## src/rtl/mu0_ctrl_fsm_pkg.sv

```systemverilog
// MU0 control sequencer shared definitions:
// state/cond encodings, opcodes, ALU and mux selects.
package mu0_ctrl_fsm_pkg;

  typedef enum logic [1:0] {
    S_RST   = 2'd0,
    S_FETCH = 2'd1,
    S_EXEC  = 2'd2,
    S_HALT  = 2'd3
  } state_e;

  typedef enum logic [1:0] {
    C_ALW = 2'd0,
    C_GE  = 2'd1,
    C_NE  = 2'd2
  } cond_e;

  localparam logic [3:0] OP_LDA = 4'd0;
  localparam logic [3:0] OP_STO = 4'd1;
  localparam logic [3:0] OP_ADD = 4'd2;
  localparam logic [3:0] OP_SUB = 4'd3;
  localparam logic [3:0] OP_JMP = 4'd4;
  localparam logic [3:0] OP_JGE = 4'd5;
  localparam logic [3:0] OP_JNE = 4'd6;
  localparam logic [3:0] OP_STP = 4'd7;

  localparam logic [1:0] ALUFS_B   = 2'b00;
  localparam logic [1:0] ALUFS_B1  = 2'b01;
  localparam logic [1:0] ALUFS_ADD = 2'b10;
  localparam logic [1:0] ALUFS_SUB = 2'b11;

  localparam logic [1:0] BSEL_MEM = 2'b00;
  localparam logic [1:0] BSEL_PC  = 2'b01;
  localparam logic [1:0] BSEL_IR  = 2'b10;

  function automatic logic cond_met(
    input cond_e c,
    input logic  zero,
    input logic  neg
  );
    logic r;
    r = 1'b1;
    unique case (c)
      C_GE:    r = ~neg;
      C_NE:    r = ~zero;
      default: r = 1'b1;
    endcase
    return r;
  endfunction

endpackage

```

## src/rtl/mu0_ctrl_fsm_decode.sv

```systemverilog
// MU0 opcode decoder: classifies IR[15:12]
// into memory op, jump kind, stop or illegal.
module mu0_op_decode
  import mu0_ctrl_fsm_pkg::*;
(
  input  logic [3:0] ir_op_i,
  output logic       is_mem_o,
  output logic       is_write_o,
  output logic [1:0] alufs_o,
  output logic       is_jmp_o,
  output cond_e      cond_o,
  output logic       is_stp_o,
  output logic       illegal_o
);

  always_comb begin
    is_mem_o   = 1'b0;
    is_write_o = 1'b0;
    alufs_o    = ALUFS_B;
    is_jmp_o   = 1'b0;
    cond_o     = C_ALW;
    is_stp_o   = 1'b0;
    illegal_o  = 1'b0;
    unique case (1'b1)
      (ir_op_i == OP_LDA): is_mem_o = 1'b1;
      (ir_op_i == OP_STO): begin
        is_mem_o   = 1'b1;
        is_write_o = 1'b1;
      end
      (ir_op_i == OP_ADD): begin
        is_mem_o = 1'b1;
        alufs_o  = ALUFS_ADD;
      end
      (ir_op_i == OP_SUB): begin
        is_mem_o = 1'b1;
        alufs_o  = ALUFS_SUB;
      end
      (ir_op_i == OP_JMP): is_jmp_o = 1'b1;
      (ir_op_i == OP_JGE): begin
        is_jmp_o = 1'b1;
        cond_o   = C_GE;
      end
      (ir_op_i == OP_JNE): begin
        is_jmp_o = 1'b1;
        cond_o   = C_NE;
      end
      (ir_op_i == OP_STP): is_stp_o = 1'b1;
      default:             illegal_o = 1'b1;
    endcase
  end

endmodule

```

## src/rtl/mu0_ctrl_fsm.sv

```systemverilog
// MU0 control sequencer: fetch/execute FSM
// driving datapath selects, enables and memory handshake.
module mu0_ctrl_fsm
  import mu0_ctrl_fsm_pkg::*;
#(
  parameter int CNT_W = 16
) (
  input  logic             clk,
  input  logic             reset,
  input  logic [3:0]       ir_op,
  input  logic             acc_zero,
  input  logic             acc_neg,
  input  logic             mem_ack,
  output logic             mem_req,
  output logic             mem_we,
  output logic             asel,
  output logic [1:0]       bsel,
  output logic [1:0]       alufs,
  output logic             acce,
  output logic             pce,
  output logic             ire,
  output logic             clr,
  output logic             halted,
  output logic             illegal,
  output logic [CNT_W-1:0] retired
);

  state_e           state_q, state_d;
  logic [CNT_W-1:0] retired_q;
  logic             illegal_q;

  logic       d_mem, d_wr, d_jmp, d_stp, d_ill;
  logic [1:0] d_alufs;
  cond_e      d_cond;
  logic       taken, retire;

  mu0_op_decode u_dec (
    .ir_op_i    (ir_op),
    .is_mem_o   (d_mem),
    .is_write_o (d_wr),
    .alufs_o    (d_alufs),
    .is_jmp_o   (d_jmp),
    .cond_o     (d_cond),
    .is_stp_o   (d_stp),
    .illegal_o  (d_ill)
  );

  assign taken = cond_met(d_cond, acc_zero, acc_neg);

  assign retire = (state_q == S_EXEC)
                & ((d_mem & mem_ack) | d_jmp | d_stp);

  always_ff @(posedge clk) begin
    if (reset) begin
      state_q   <= S_RST;
      retired_q <= '0;
      illegal_q <= 1'b0;
    end else begin
      state_q <= state_d;
      if (retire)
        retired_q <= retired_q + {{(CNT_W-1){1'b0}}, 1'b1};
      if (state_q == S_EXEC && d_ill)
        illegal_q <= 1'b1;
    end
  end

  always_comb begin
    state_d = state_q;
    unique case (state_q)
      S_RST:   state_d = S_FETCH;
      S_FETCH: if (mem_ack) state_d = S_EXEC;
      S_EXEC: begin
        if (d_stp || d_ill)
          state_d = S_HALT;
        else if (d_jmp || mem_ack)
          state_d = S_FETCH;
      end
      default: state_d = S_HALT;
    endcase
  end

  always_comb begin
    mem_req = 1'b0;
    mem_we  = 1'b0;
    asel    = 1'b0;
    bsel    = BSEL_MEM;
    alufs   = ALUFS_B;
    acce    = 1'b0;
    pce     = 1'b0;
    ire     = 1'b0;
    clr     = 1'b0;
    halted  = 1'b0;
    unique case (state_q)
      S_RST: clr = 1'b1;
      S_FETCH: begin
        mem_req = 1'b1;
        if (mem_ack) begin
          ire   = 1'b1;
          pce   = 1'b1;
          bsel  = BSEL_PC;
          alufs = ALUFS_B1;
        end
      end
      S_EXEC: begin
        if (d_mem) begin
          mem_req = 1'b1;
          mem_we  = d_wr;
          asel    = 1'b1;
          // Loads and ALU ops write ACC only on the ack cycle
          if (mem_ack && !d_wr) begin
            acce  = 1'b1;
            bsel  = BSEL_MEM;
            alufs = d_alufs;
          end
        end else if (d_jmp && taken) begin
          pce   = 1'b1;
          bsel  = BSEL_IR;
          alufs = ALUFS_B;
        end
      end
      default: halted = 1'b1;
    endcase
  end

  assign illegal = illegal_q;
  assign retired = retired_q;

endmodule
```

## config.mk

```make
export PLATFORM = sky130hd
export DESIGN_NAME = mu0_ctrl_fsm
export DESIGN_NICKNAME = d
export VERILOG_FILES = /design/src/rtl/mu0_ctrl_fsm_pkg.sv /design/src/rtl/mu0_ctrl_fsm_decode.sv /design/src/rtl/mu0_ctrl_fsm.sv
export SDC_FILE = /design/constraint.sdc
export NUM_CORES = 1
export LEC_CHECK = 0
export CAP_MARGIN = 10
export CORE_MARGIN = 4
export CORE_UTILIZATION = 50
export CTS_CLUSTER_DIAMETER = 40
export DETAILED_ROUTE_END_ITERATION = 8
export PLACE_DENSITY = 0.86
export SLEW_MARGIN = 40
export SYNTH_ARGS = -nofsm -noshare
export SYNTH_HDL_FRONTEND = slang
export SYNTH_SLANG_ARGS = --single-unit
export TNS_END_PERCENT = 1
```

## constraint.sdc

```tcl
create_clock -name clk -period 3.9 [get_ports clk]
set_clock_uncertainty 0.1 [all_clocks]
set_input_delay 0.78 -clock clk [delete_from_list [all_inputs] [get_ports clk]]
set_output_delay 0.78 -clock clk [all_outputs]
set_load 0.005 [all_outputs]
```

==> impl_metrics.json, run 1 <==
{
  "cts_tree": "built",
  "yosys_register_bits": 19,
  "timing.fmax_mhz": 264.0,
  "antenna_found_initial": 0,
  "synthFlopType": "dfxtp_1",
  "ys_types": 42,
  "min_from": "retired[14]$_SDFFE_PP0P_",
  "regArea_um2": 380.4,
  "grt_max_degree": 22,
  "slowest_delay_ps": 510,
  "pwr-share-comb": 0.245,
  "cts.sinks": 19,
  "grt_util_met3": 0.04009,
  "grt_usage": 0.2026,
  "tightest_slew_ps": 761.3,
  "diodes": 0,
  "cts_buffers": 3,
  "grt_pass1_vias": 1280,
  "io_pins": 38,
  "power.density_nw_per_um2": 243.7,
  "wl_um": 3202,
  "drc_errors": 0,
  "p_int_uw": 289.8,
  "yosysTopAreaCellShare": 0.3068,
  "path_buf_inv": 3,
  "via_per_inst": 5.995,
  "switching_share": 0.2945,
  "required_ps": 3020,
  "critical_path_class": "in -> out",
  "use_met1": 0.2420,
  "crit_path_start_kind": "primary input",
  "worstReg2RegEnd": "retired[13]$_SDFFE_PP0P_",
  "cts_hold_buf": 0,
  "nets": 208,
  "fill_cells": 178,
  "drt_iter0_markers": 31,
  "drv_slew": 0,
  "rows": 17,
  "htreeDepth": 1,
  "p_leak_uw": 0.0006348,
  "synthArstFlopShare": 0,
  "clk_pin_slew_ps": 100,
  "worstReg2RegStart": "state_q[0]$_SDFFE_PP0P_",
  "worst_slack_ps": 112.3,
  "initial_core_util": 0.5448,
  "fin_crit_sh": 0.9712,
  "cp_cell_sequence": "clkdlybuf4s50_1, nand2b_1, nor2_2, nand2_1, inv_1, ha_1, nand2b_1, a311o_1, nor2_1, clkdlybuf4s50_1",
  "cp_num_cells": 10,
  "fin_crit_ps": 3788,
  "num_vias": 1307,
  "die_x_um": 57.80,
  "drive_above_1_share": 0.07895,
  "grt_pass1_wl_um": 5451,
  "drtPass1Iterations": 4,
  "sequentialPowerShare": 0.497,
  "status": "finished, final reports clean",
  "relSlewSlack": 0.4909,
  "yosysSeqAreaShare": 0.3068,
  "setup_tns_ps": 0,
  "area_delta_synth_final_pct": 35.92,
  "ys_warn_count": 0,
  "syn-instance-count": 150,
  "wl_per_cell_um": 14.69,
  "pre_cts_slack_ps": 39.54,
  "met2_usage": 0.3452,
  "p_sw_uw": 121.0,
  "hp-class": "reg -> reg",
  "multi_input_area_um2": 800.8,
  "drv_cap": 0,
  "core_um2": 2276,
  "ant_nets": 0,
  "gp_congestion": 0.8275,
  "setup_viol": 0,
  "port_buffers": 37,
  "crit_arrival_ps": 2910,
  "cpMaxStageDelayCell": "clkdlybuf4s50_1",
  "holdPathEnd": "retired[14]$_SDFFE_PP0P_",
  "syn_nets": 167,
  "die_h_um": 57.80,
  "end_kind": "output port",
  "cts-root-buf": "clkbuf_4",
  "hpwl_um": 2414,
  "yosysTopAreaCell": "dfxtp_1",
  "holdPathStages": 2,
  "peakVddDrop_uv": 174.4,
  "yosysMostFrequentCell": "dfxtp_1",
  "yosys-top-cells-count": "dfxtp_1, a21oi_1, nor2_1",
  "clkLatencyLatePin_ps": 320,
  "die-area_um2": 3341,
  "regToRegSetupSlack_ps": 1660,
  "path_max_fanout": 3,
  "p_clk_frac": 0.258,
  "hold_viol_final": 0,
  "ys_top_cells_by_area": "dfxtp_1, ha_1, a21oi_1, nor2_1, nand3_1",
  "rr_worst_depth": 7,
  "cp_top_family": "buffers and inverters",
  "synth_edf_count": 0,
  "avgSynthCellArea_um2": 8.266,
  "grt.busiest_layer": "met2",
  "overflow": 0,
  "synth_area_um2": 1240,
  "clk_path_buf_depth": 2
}
[flip-flops by register name, indices dropped and copies added (netlist names)]
signal / count
state_q: 2
illegal: 1
retired: 16
[metrics by stage]
step                cell area (µm²)  std cells  total power (µW)    util  hold WS (ps)
detailed placement             1645        214             307.5  0.7229         388.9
finish                         1685        218             410.8  0.7405         407.4
CTS                            1675        218             411.4  0.7361         406.0
global placement               1645        214             305.5  0.7229         359.2
floorplan                      1240        150             262.2       -         364.8
global route                   1685        218             433.4  0.7405         439.4
[power groups by stage]
| stage | combinational (µW) | clock (µW) | sequential, µW |
|---|---|---|---|
| 3_5_place_dp | 99.1 | 0 | 208 |
| 3_3_place_gp | 97.6 | 0 | 208 |
| 6_report | 101 | 106 | 204 |
| 5_1_grt | 110 | 118 | 205 |
| 4_1_cts | 101 | 107 | 204 |
| 2_1_floorplan | 54.6 | 0 | 208 |
[cell type report]
class	count	area share
Timing Repair Buffer	41	0.2405
Clock inverter	1	0.004454
Inverter	9	0.02004
Clock buffer	3	0.01336
Sequential cell	19	0.2257
Tap cell	28	0.02079
Multi-Input combinational cell	117	0.4751
[worst register-to-register path: cells and delay by family (launching register included)]
| family | cells | cell delay (ps) |
|---|---|---|
| AOI/OAI and AO/OA | 1 | 70 |
| adders and majority gates | 1 | 340 |
| muxes | 1 | 350 |
| and+or+nand+nor | 2 | 620 |
| buffers and inverters | 2 | 300 |
| DFF | 1 | 360 |
[cell families (layout without fill, tap and decap cells)]
group	count (synthesis)	count (layout)	synth area share
buffers and inverters	14	54	0.05146
AND/OR/NAND/NOR	68	68	0.3168
AO/OA/AOI/OAI	37	37	0.2129
flip-flops	19	19	0.3068
multiplexers	2	2	0.01715
adder cells (fa/ha/maj)	8	8	0.08073
XOR/XNOR	2	2	0.01413
[cell usage in the layout, fill, tap and decap left out, types with 2 or more instances in the layout]
cell / count
nand3_1: 8
nand2b_1: 3
nand4_1: 4
inv_1: 9
and2_1: 4
clkbuf_4: 3
a21oi_1: 12
o31ai_1: 4
ha_1: 8
o21ai_1: 4
o41ai_1: 4
nor2b_1: 2
nand2_1: 10
buf_4: 4
o21bai_1: 2
o21ai_0: 2
and3_1: 4
nand4bb_1: 2
clkdlybuf4s50_1: 35
dfxtp_1: 19
o311ai_1: 2
or4_1: 4
dlymetal6s2s_1: 2
nor2_1: 11
or3_1: 5
and4_1: 2
or2_2: 2
[how the worst max path moves through the flow]
stage	slack, ps	startpoint	endpoint
3_5_place_dp	40	ir_op[2]	pce
2_1_floorplan	1170	ir_op[3]	pce
5_1_grt	-10	ir_op[3]	bsel[1]
4_1_cts	10	ir_op[2]	pce
3_3_place_gp	140	ir_op[2]	pce
6_report	110	ir_op[3]	bsel[1]
[timing repair]
action / 4_1_cts / 5_1_grt
setup endpoints to repair: 0 / 2
endpoints found under the hold margin: 0 / 0
setup buffers: 0 / 0
gates resized for setup: 0 / 4
[routing by layer]
metal,share of wire,vias up
met5,0,-
met2,0.50,49
li1,-,639
met4,0.017,0
met1,0.43,614
met3,0.053,5
Note: power is estimated with default switching activity, not from simulation.
==> run 2: changes to the inputs <==
--- a/config.mk
+++ b/config.mk
@@ -7,10 +7,11 @@
 export LEC_CHECK = 0
 export CAP_MARGIN = 10
 export CORE_MARGIN = 4
-export CORE_UTILIZATION = 50
+export CORE_UTILIZATION = 51
+export CTS_BUF_LIST = sky130_fd_sc_hd__clkbuf_2
 export CTS_CLUSTER_DIAMETER = 40
 export DETAILED_ROUTE_END_ITERATION = 8
-export PLACE_DENSITY = 0.86
+export PLACE_DENSITY = 0.87
 export SLEW_MARGIN = 40
 export SYNTH_ARGS = -nofsm -noshare
 export SYNTH_HDL_FRONTEND = slang
==> run 2 against run 1 <==
  * Maximum frequency hardly changed
  * Sequential cell count is the same
  * Wire length increased by 3.3%
  * Critical path type unchanged
==> impl_metrics.json, run 2 (synthesis gave the netlist of run 1 again) <==
{
  "via_per_inst": 6.142,
  "cp-endpoint": "bsel[1]",
  "tightest_slew_ps": 745.7,
  "num_vias": 1345,
  "fin_crit_ps": 3788,
  "grt_pass1_wl_um": 5713,
  "multi_input_area_um2": 800.8,
  "rr_worst_depth": 7,
  "cts_buffers": 3,
  "drv_slew": 0,
  "grt_usage": 0.2120,
  "setup_tns_ps": 0,
  "timing.fmax_mhz": 264.0,
  "worstReg2RegStart": "state_q[0]$_SDFFE_PP0P_",
  "fin_crit_sh": 0.9712,
  "power.density_nw_per_um2": 234.4,
  "cp_num_cells": 10,
  "cts_tree": "built",
  "path_max_fanout": 3,
  "setup_viol": 0,
  "layout_commonest_cell": "clkdlybuf4s50_1",
  "die_x_um": 57.31,
  "pre_cts_slack_ps": 106.6,
  "hold_viol_final": 0,
  "drt_iter0_markers": 34,
  "cts_hold_buf": 0,
  "most-common-layout-cells": "clkdlybuf4s50_1, dfxtp_1, a21oi_1",
  "grt_pass1_vias": 1364,
  "wl_per_cell_um": 15.10,
  "rsz0062_at_grt": "no",
  "clk_path_buf_depth": 2,
  "area_delta_synth_final_pct": 35.52,
  "overflow": 0,
  "antenna_found_initial": 0,
  "rows": 17,
  "clkLatencyLatePin_ps": 310,
  "htreeDepth": 1,
  "regToRegSetupSlack_ps": 1610,
  "peakVddDrop_uv": 159.1,
  "core_um2": 2255,
  "cts-root-buf": "clkbuf_2",
  "io_pins": 38,
  "holdPathStages": 2,
  "drc_errors": 0,
  "nets": 209,
  "cpMaxStageDelayCell": "clkdlybuf4s50_1",
  "critPathLaunch": "ir_op[3]",
  "gp_congestion": 0.8218,
  "fill_cells": 186,
  "drv_cap": 0,
  "min_from": "retired[14]$_SDFFE_PP0P_",
  "cp_cell_sequence": "clkdlybuf4s50_1, nand2b_1, nor2_2, nand2_1, inv_1, ha_1, nand2b_1, a311o_1, nor2_1, clkdlybuf4s50_1",
  "worstReg2RegEnd": "retired[13]$_SDFFE_PP0P_",
  "end_kind": "output port",
  "crit_arrival_ps": 2910,
  "cts.sinks": 19,
  "crit_path_start_kind": "primary input",
  "clk_pin_slew_ps": 180,
  "drive_above_1_share": 0.08377,
  "cp_top_family": "buffers and inverters",
  "regArea_um2": 380.4,
  "drtPass1Iterations": 4,
  "wl_um": 3307,
  "grt_max_degree": 22,
  "relSlewSlack": 0.5013,
  "largest_reg_flops": 16,
  "ant_nets": 0,
  "slowest_delay_ps": 510,
  "status": "finished, final reports clean",
  "path_buf_inv": 3,
  "die-area_um2": 3284,
  "diodes": 0,
  "hpwl_um": 2578,
  "die_h_um": 57.31,
  "required_ps": 3020,
  "p_leak_uw": 0.0006329,
  "worst_slack_ps": 112.4,
  "critical_path_class": "in -> out",
  "port_buffers": 37,
  "initial_core_util": 0.5499,
  "hp-class": "reg -> reg"
}
==> run 2: cell count changes in the layout (fill, tap and decap cells not counted), sizes merged <==
cell,previous run,this run
buf,4,5
clkdlybuf4s50,35,36
clkinv,0,1
clkinvlp,1,0
dlymetal6s2s,2,1
==> run 2: how the worst min path moves through the flow <==
stage                                     to  slack [ps]
detailed placement  retired[14]$_SDFFE_PP0P_         390
global placement        illegal$_SDFFE_PP0P_         360
floorplan               illegal$_SDFFE_PP0P_         360
finish              retired[14]$_SDFFE_PP0P_         420
global route            illegal$_SDFFE_PP0P_         450
CTS                 retired[14]$_SDFFE_PP0P_         410
==> run 2: cell type report <==
cell class,instances,share of cell area
timing repair buffer,42,0.2442
inverter,9,0.02010
multi-input combinational,117,0.4765
clock buffer,3,0.008935
clock inverter,1,0.002978
tap,28,0.02085
sequential,19,0.2264
==> run 2: where the power goes <==
part | switching (µW) | internal, µW | total (µW)
Combinational | 51.0 | 52.4 | 103
Clock | 62.9 | 23.2 | 86.2
Sequential | 4.83 | 200 | 204
==> run 2: worst reg2reg max path, delay by kind of cell (launching register included) <==
family          cells  cell delay, ps
simple gates        2             670
fa+ha+maj           1             350
compound gates      1              50
mux                 1             350
flops               1             380
buf+inv             2             310
==> run 2: what timing repair did <==
action,CTS,global route
gates resized for setup,0,3
endpoints found under the hold margin,0,0
setup buffers,0,0
endpoints found under the setup margin,0,1
==> run 2: metrics by stage <==
stage	cell area (µm²)	std cells	utilization	hold slack [ps]	power, µW
2_1_floorplan	1240	150	-	364.8	262.2
3_3_place_gp	1653	215	0.7331	359.4	305.9
3_5_place_dp	1653	215	0.7331	390.7	310.0
4_1_cts	1673	219	0.7420	414.1	393.0
5_1_grt	1680	219	0.7453	449.2	416.1
6_report	1680	219	0.7453	418.4	393.9
==> run 2: routing by layer <==
layer	vias up	global-route usage	wire [µm]
met5	-	0	0
met4	0	0.1258	108
met3	12	0.03846	208
met2	60	0.3670	1607
met1	621	0.2408	1383
li1	652	-	-
